`src/rtl/digi_ota_array.sv`:
```
// Multi-channel synchronous digital OTA: each channel syncs a vip/vin pair, integrates the
// difference in a saturating signed counter and drives a hysteretic comparator from it.
module digi_ota_array #(
    parameter int N_CH  = 4,
    parameter int CNT_W = 6,
    parameter int HYST  = 4
) (
    input  logic            clk,
    input  logic            rst_n,
    input  logic            ena,
    input  logic            clr,
    input  logic [1:0]      gain,
    input  logic [N_CH-1:0] vip,
    input  logic [N_CH-1:0] vin,
    output logic [N_CH-1:0] out,
    output logic [N_CH-1:0] active,
    output logic [N_CH-1:0] sat
);

    localparam logic signed [CNT_W:0]   MAX_X   = (CNT_W+1)'(2**(CNT_W-1) - 1);
    localparam logic signed [CNT_W:0]   MIN_X   = -((CNT_W+1)'(2**(CNT_W-1)));
    localparam logic signed [CNT_W-1:0] CNT_MAX = MAX_X[CNT_W-1:0];
    localparam logic signed [CNT_W-1:0] CNT_MIN = MIN_X[CNT_W-1:0];
    localparam logic signed [CNT_W-1:0] HYST_P  = (CNT_W)'(HYST);
    localparam logic signed [CNT_W-1:0] HYST_N  = -HYST_P;

    logic [N_CH-1:0]         vp_meta;
    logic [N_CH-1:0]         vp_sync;
    logic [N_CH-1:0]         vn_meta;
    logic [N_CH-1:0]         vn_sync;
    logic signed [CNT_W:0]   step;

    // The step is one shared magnitude, so every channel integrates with the same gain on an edge.
    assign step = (CNT_W+1)'(4'd1 << gain);

    // Synchronisers keep sampling through ena/clr so re-enabling adds no latency.
    always_ff @(posedge clk or negedge rst_n) begin
        if (!rst_n) begin
            vp_meta <= '0;
            vp_sync <= '0;
            vn_meta <= '0;
            vn_sync <= '0;
        end else begin
            vp_meta <= vip;
            vp_sync <= vp_meta;
            vn_meta <= vin;
            vn_sync <= vn_meta;
        end
    end

    for (genvar i = 0; i < N_CH; i++) begin : g_ch
        logic signed [CNT_W-1:0] cnt;
        logic signed [CNT_W-1:0] cnt_next;
        logic signed [CNT_W:0]   cnt_ext;
        logic signed [CNT_W:0]   sum;
        logic                    up;
        logic                    dn;
        logic                    out_q;
        logic                    active_q;

        assign up      = vp_sync[i] & ~vn_sync[i];
        assign dn      = ~vp_sync[i] & vn_sync[i];
        assign cnt_ext = {cnt[CNT_W-1], cnt};

        // One extra bit of headroom lets the clamp catch overflow before it can wrap.
        always_comb begin
            sum = cnt_ext;
            if (up) begin
                sum = cnt_ext + step;
            end else if (dn) begin
                sum = cnt_ext - step;
            end
            if (sum > MAX_X) begin
                cnt_next = CNT_MAX;
            end else if (sum < MIN_X) begin
                cnt_next = CNT_MIN;
            end else begin
                cnt_next = sum[CNT_W-1:0];
            end
        end

        always_ff @(posedge clk or negedge rst_n) begin
            if (!rst_n) begin
                cnt      <= '0;
                out_q    <= 1'b0;
                active_q <= 1'b0;
            end else if (clr) begin
                cnt      <= '0;
                out_q    <= 1'b0;
                active_q <= 1'b0;
            end else if (ena) begin
                cnt      <= cnt_next;
                active_q <= up | dn;
                if (cnt >= HYST_P) begin
                    out_q <= 1'b1;
                end else if (cnt <= HYST_N) begin
                    out_q <= 1'b0;
                end
            end
        end

        assign out[i]    = out_q;
        assign active[i] = active_q;
        assign sat[i]    = (cnt == CNT_MAX) || (cnt == CNT_MIN);
    end

endmodule
```
`config.mk`:
```
export PLATFORM = sky130hd
export DESIGN_NAME = digi_ota_array
export DESIGN_NICKNAME = d
export VERILOG_FILES = /design/src/rtl/digi_ota_array.sv
export SDC_FILE = /design/constraint.sdc
export NUM_CORES = 1
export LEC_CHECK = 0
export CAP_MARGIN = 20
export CELL_PAD_IN_SITES_DETAIL_PLACEMENT = 1
export CELL_PAD_IN_SITES_GLOBAL_PLACEMENT = 1
export CORE_UTILIZATION = 35
export DETAILED_ROUTE_END_ITERATION = 16
export GPL_ROUTABILITY_DRIVEN = 0
export GPL_TIMING_DRIVEN = 0
export PLACE_DENSITY_LB_ADDON = 0.1
export SKIP_LAST_GASP = 1
export SLEW_MARGIN = 20
export SYNTH_ARGS = -nofsm -noshare
export SYNTH_HDL_FRONTEND = slang
export SYNTH_SLANG_ARGS = --single-unit
```
`constraint.sdc`:
```
create_clock -name clk -period 2.3 [get_ports clk]
set_input_delay 0.46 -clock clk [delete_from_list [all_inputs] [get_ports clk]]
set_output_delay 0.46 -clock clk [all_outputs]
set_load 0.02 [all_outputs]
```
==> metrics.md, run 1 <==
| Metric | Value |
|---|---|
| Area Growth Syn to Fin | 35.0% |
| Combinational family with the most area after synthesis | compound AO/OA/AOI/OAI gates |
| Final Instance Area | 5720 um^2 |
| Max-Cap Viols | 0 |
| DR vias | 3887 |
| Number of flops mapped to enable cells by yosys | 0 |
| Measured slew at the worst slew-check pin | 0.724 ns |
| Worst setup SP type | input port |
| # diodes | 0 |
| Register area | 1210 um^2 |
| Via density | 5.63 |
| Antenna violations before repair | 0 |
| Commonest non-fill, non-tap cell in the layout | dfrtp_1 |
| Residual overflow from global routing | 0 |
| H-tree Lvls | 2 |
| Starting Density | 36.5% |
| Core Area | 11600 um^2 |
| Final worst slack | -0.208 ns |
| Ys Warns | 0 |
| PwrDens | 574 nW/um^2 |
| Cells along the critical path | buf_12, nor2_4, buf_12, ha_4, inv_2, fa_2, o21ba_4, o21bai_4, nand3_4, a211oi_4, mux2i_4, o211ai_1 |
| Final min period | 2.51 ns |
| Cell count after placement | 650 |
| Layout cells sized above 1 | 30.1% |
| Site row count | 39 |
| Post-synthesis sequential area ratio | 28.3% |
| Synth Area in Simple Gates | 19.3% |
| Hold Crit Class | input port to async pin |
| FFs w/ async S/R, synth | 100% |
| Kind of critical path | input port to flip-flop |
| Skew-Pair Late Insertion Delay | 0.29 ns |
| Worst endpoint required time | 2.50 ns |
| Final wirelength | 13300 um |
| Total power | 3.28 mW |
| # nets final | 614 |
| Top cells by area, synth | dfrtp_1 (28%), ha_1 (13%), fa_1 (3.8%) |
| Vias in the first global route | 4171 |
| Peak supply drop | 0.365 mV |
| Crit-path most repeated cell | buf_12 |
| Failing checks | setup timing |
| Post-Synth XOR/XNOR Area | 0.826% |
| Setup Skew | 0.00314 ns |
| # fillers | 1325 |
| CP max stage cell | fa_2 |
| Global-route wire length before repair | 21700 um |
| Multi-input logic area | 3250 um^2 |
| DP HPWL | 9180 um |
| Placement-stage worst setup slack | -1.25 ns |
| DR pass1 iterations | 4 |
| Worst Path Arrival | 2.71 ns |
| Num CTS Buffers | 5 |
| Clk root buf | clkbuf_16 |
| # clock sinks | 48 |
| Post-synth top area share | 28.3% |
| Mux cell area share after synthesis | 3.24% |
| Leak Pwr | 2.36 nW |
| Layer with the highest usage | met2 |
| Die height | 112 um |
| Final setup vio count | 13 |
| Syn_nets | 549 |
| Met2 Use GR | 38.4% |
| Synth cell types | 73 |
| Met3 Resource Use GR | 2.27% |
| RSZ-0062 raised after global routing | yes |
| Status | complete, but fails checks |
| Number of nets still failing antenna checks after routing | 0 |
| Die ar. | 12600 um^2 |
| Post-CTS Hold Buffers | 0 |
| Post-synthesis adder-cell area fraction | 16.8% |
| Worst slew margin | 51.8% |
| Maximum operating frequency | 399 MHz |
| Total GRT Usage | 21.9% |
| Tcrit/Tclk final | 109% |
| Hold slack | 0.198 ns |
| Max stage delay on crit path | 0.38 ns |
| Initial drt markers | 116 |
| Hold Fails Final Rpt | 0 |
| Slew Viols, Final | 0 |
| Top_reg_cell synth | dfrtp_1 |
| Post-Syn Instances | 483 |
| Worst setup EP type | flip-flop |
| Routed len/inst | 19.2 um |
| CTS tree | done |
| I/O pin cnt | 26 |
| Finished Layout Cells | 691 |
| GR Util met1 | 28.4% |
| Clock Path Buffers | 2 |
| Largest net degree at the start of global routing | 49 |
| Commonest non-fill, non-tap cells in the layout | dfrtp_1 (42), nand2_1 (40), buf_4 (38) |
| Cell Area, Synth | 4240 um^2 |
| Compound-cell area share of the yosys netlist | 24.1% |
| Placed inst area | 4700 um^2 |
| Mean post-synth cell area | 8.78 um^2 |
| Worst-path maximum fanout | 5 |
| Register bit count reported by yosys | 48 |
| Clock transition at path regs | 0.07 ns |
| Post-route DRC violation count | 0 |
| WP buf/inv | 3 |
| Port buffer count | 24 |
| Crit path max-delay family | compound AO/OA/AOI/OAI gates |
| Cell taking the most area after synthesis | dfrtp_1 |
| Die W | 112 um |
[routing by layer]
layer  vias to the layer above  wire length [um]
li1                       1855                 -
met1                      1956              6100
met2                        54              6570
met3                        22               277
met4                         0               320
met5                         -                 0
[where the power goes]
group	internal, mW	switching, mW
clock network	0.617	0.329
logic	0.579	0.681
registers	0.934	0.143
[per-stage QoR]
step	setup TNS [ns]	util [%]
6_report	-1.56	49.3
3_5_place_dp	-27.01	40.5
5_1_grt	-2.76	49.3
3_3_place_gp	-63.52	40.5
2_1_floorplan	-1.21	-
4_1_cts	-0.376	46.1
[what timing repair did]
action	4_1_cts	5_1_grt
endpoints found under the hold margin	0	0
pin swaps	24	32
buffers inserted	26	11
endpoints found under the setup margin	28	22
gates resized for setup	82	65
[worst reg2reg max path: cells and delay by family, from the launching register on]
kind                     cells  cell delay, ns
AO/OA/AOI/OAI                2            0.69
adder cells (fa/ha/maj)      1            0.13
buffers and inverters        2            0.26
flip-flops                   1            0.38
AND/OR/NAND/NOR              3            0.78
[area by class of cell]
| cell class | instances | area share, % |
|---|---|---|
| timing repair buffer | 61 | 10.1 |
| multi-input combinational | 364 | 56.7 |
| inverter | 41 | 2.82 |
| tap | 143 | 3.13 |
| clock buffer | 5 | 2.19 |
| buffer | 27 | 2.91 |
| clock inverter | 2 | 1.05 |
| sequential | 48 | 21.1 |
[path summary, 6_finish.rpt]
path,startpoint,to,slack (ns),cells after the start
worst max register to register,vp_sync[0]$_DFF_PN0_,g_ch[0].cnt[3]$_DFFE_PN0P_,-0.05,8
worst min register to register,vp_meta[3]$_DFF_PN0_,vp_sync[3]$_DFF_PN0_,0.35,0
max in group asynchronous,rst_n,g_ch[2].cnt[0]$_DFFE_PN0P_,1.63,1
worst min-delay path,rst_n,g_ch[1].active_q$_DFFE_PN0P_,0.20,1
worst max-delay path,gain[0],g_ch[2].cnt[2]$_DFFE_PN0P_,-0.21,12
min in group clk,vp_meta[3]$_DFF_PN0_,vp_sync[3]$_DFF_PN0_,0.35,0
[Yosys cell counts, drive strengths merged, types with 2 or more instances]
cell	n
mux2	3
o21bai	6
nand2b	13
o32ai	4
a211o	2
nor3	7
a32oi	5
a211oi	13
a221o	4
and2	2
a22oi	2
nand4	2
and3	3
o31ai	2
nor2b	16
clkbuf	12
a21oi	23
or4	2
fa	8
o21ai	37
xnor2	3
mux2i	10
nor4b	2
inv	41
o211ai	9
buf	18
nor3b	4
dfrtp	48
o311ai	6
nand3	10
ha	44
nor2	30
nand2	42
a21o	4
a221oi	2
o2111ai	2
o311a	2
a21boi	3
o221ai	3
o21a	6
or3	10
[sequential cells by signal, summed over array words and instances, names as in the netlist]
| register | flops |
|---|---|
| vn_meta | 4 |
| g_ch.cnt | 24 |
| g_ch.out_q | 4 |
| vn_sync | 4 |
| vp_meta | 4 |
| g_ch.active_q | 4 |
| vp_sync | 4 |
[cells by family (layout without fill, tap and decap cells)]
logic type	count (synthesis)	count (layout)
AND/OR/NAND/NOR	151	151
AO/OA/AOI/OAI	144	144
buffers and inverters	71	136
adder cells (fa/ha/maj)	52	52
flip-flops	48	48
multiplexers	13	13
XOR/XNOR	4	4
Note: power is estimated with default switching activity, not from simulation.
==> inputs of run 2 (changes only) <==
- DONT_BUFFER_PORTS: unset -> 1
==> metrics.md, run 2 (same netlist as run 1, synthesis figures left out) <==
| Metric | Value |
|---|---|
| Final wirelength | 13100 um |
| Status | finished clean |
| Hold Fails Final Rpt | 0 |
| Starting Density | 36.5% |
| Via density | 5.68 |
| Clock transition at path regs | 0.06 ns |
| Max-Cap Viols | 0 |
| Clock Path Buffers | 2 |
| DR pass1 iterations | 4 |
| Largest net degree at the start of global routing | 49 |
| # nets final | 583 |
| Final setup vio count | 0 |
| Slew Viols, Final | 0 |
| Hold Crit Class | input port to async pin |
| Site row count | 39 |
| Most flop-heavy register | g_ch.cnt |
| Hold slack | 0.0171 ns |
| Peak supply drop | 0.451 mV |
| Vias in the first global route | 3957 |
| Layout cells sized above 1 | 27.6% |
| Worst endpoint required time | 2.47 ns |
| Commonest non-fill, non-tap cell in the layout | nand2_1 |
| Worst slew margin | 49.5% |
| Core Area | 11600 um^2 |
| Leak Pwr | 2.23 nW |
| Number of nets still failing antenna checks after routing | 0 |
| Die ar. | 12600 um^2 |
| Num CTS Buffers | 5 |
| Kind of critical path | input port to flip-flop |
| Cell count after placement | 626 |
| # clock sinks | 48 |
| Routed len/inst | 19.8 um |
| # diodes | 0 |
| Skew-Pair Late Insertion Delay | 0.30 ns |
| H-tree Lvls | 2 |
| Die height | 112 um |
| Measured slew at the worst slew-check pin | 0.755 ns |
| Global-route wire length before repair | 20700 um |
| Total GRT Usage | 21.1% |
| Tcrit/Tclk final | 99.5% |
| Worst setup EP type | flip-flop |
| Worst setup SP type | input port |
| Worst Path Arrival | 2.46 ns |
| Residual overflow from global routing | 0 |
| PwrDens | 584 nW/um^2 |
| Port buffer count | 0 |
| Area Growth Syn to Fin | 24.5% |
| Post-route DRC violation count | 0 |
| Maximum operating frequency | 437 MHz |
| I/O pin cnt | 26 |
| Largest register FFs | 24 |
| Antenna violations before repair | 0 |
| Die W | 112 um |
| Worst-path maximum fanout | 4 |
| CTS tree | done |
| RSZ-0062 raised after global routing | yes |
| Final min period | 2.29 ns |
| DP HPWL | 9150 um |
| Initial drt markers | 127 |
| DR vias | 3756 |
| Setup Skew | 0.00441 ns |
| Finished Layout Cells | 661 |
| Clk root buf | clkbuf_16 |
| Commonest non-fill, non-tap cells in the layout | nand2_1 (41), dfrtp_1 (40), inv_1 (37) |
-- run 2: cell count changes in the layout (fill, tap and decap cells not counted), moves of 3 or more --
cell | previous run | this run
ha_1 | 30 | 33
clkdlybuf4s50_1 | 17 | 0
buf_6 | 9 | 6
o311ai_1 | 1 | 4
o311ai_2 | 4 | 1
buf_4 | 38 | 33
-- run 2: final cells by class --
type,count,area [um^2]
buffer,29,170
fill,1350,6330
clock buffer,5,125
inverter,41,158
multi-input combinational,364,3140
clock inverter,3,42.5
sequential,48,1210
tap,143,179
timing repair buffer,28,258
-- run 2: final timing paths --
path | start | to | cells after the start | slack (ns)
max | gain[1] | g_ch[0].cnt[3]$_DFFE_PN0P_ | 11 | 0.01
min | rst_n | g_ch[3].cnt[2]$_DFFE_PN0P_ | 1 | 0.02
max in group asynchronous | rst_n | g_ch[1].cnt[0]$_DFFE_PN0P_ | 1 | 2.04
min in group clk | vin[2] | vn_meta[2]$_DFF_PN0_ | 0 | 0.19
max reg2reg | g_ch[0].cnt[3]$_DFFE_PN0P_ | g_ch[0].cnt[3]$_DFFE_PN0P_ | 7 | 0.02
min reg2reg | vp_meta[1]$_DFF_PN0_ | vp_sync[1]$_DFF_PN0_ | 0 | 0.35
-- run 2: critical path: stages --
cell,delay (ns)
nor2_4,0.13
buf_12,0.13
buf_4,0.12
buf_6,0.13
ha_4,0.13
nor2b_1,0.06
o211ai_1,0.27
nand4_1,0.26
a211oi_2,0.33
nor3b_4,0.10
a221o_1,0.34
-- run 2: repair_timing --
item | 4_1_cts | 5_1_grt
endpoints found under the setup margin | 21 | 20
pin swaps | 10 | 19
setup buffers | 18 | 9
resized for setup | 33 | 66
hold endpoints to repair | 48 | 0
hold buffers | 1 | 0
-- run 2: power breakdown --
group          switching [mW]  internal, mW
sequential              0.124         0.936
combinational           0.655         0.516
clock                   0.339         0.511
-- run 2: per-stage QoR --
step	util (%)	power (mW)	TNS (ns)	cell area [um^2]	setup slack, ns
2_1_floorplan	-	1.77	-1.21	4290	-0.193
3_3_place_gp	38.4	1.98	-10.36	4460	-0.606
3_5_place_dp	38.4	2.01	-11.18	4460	-0.642
4_1_cts	42.4	2.96	-0.00876	4920	-0.00876
5_1_grt	45.5	3.28	-0.489	5280	-0.0765
6_report	45.5	3.08	0	5280	0.0126
-- run 2: per-layer routing --
metal  up-vias  routed length (um)  track usage [%]
met5         -                   0                0
met4         0                 195             5.69
met3        12                 269             2.43
met2        58                6780             37.9
met1      1893                5810             26.9
li1       1793                   -                -
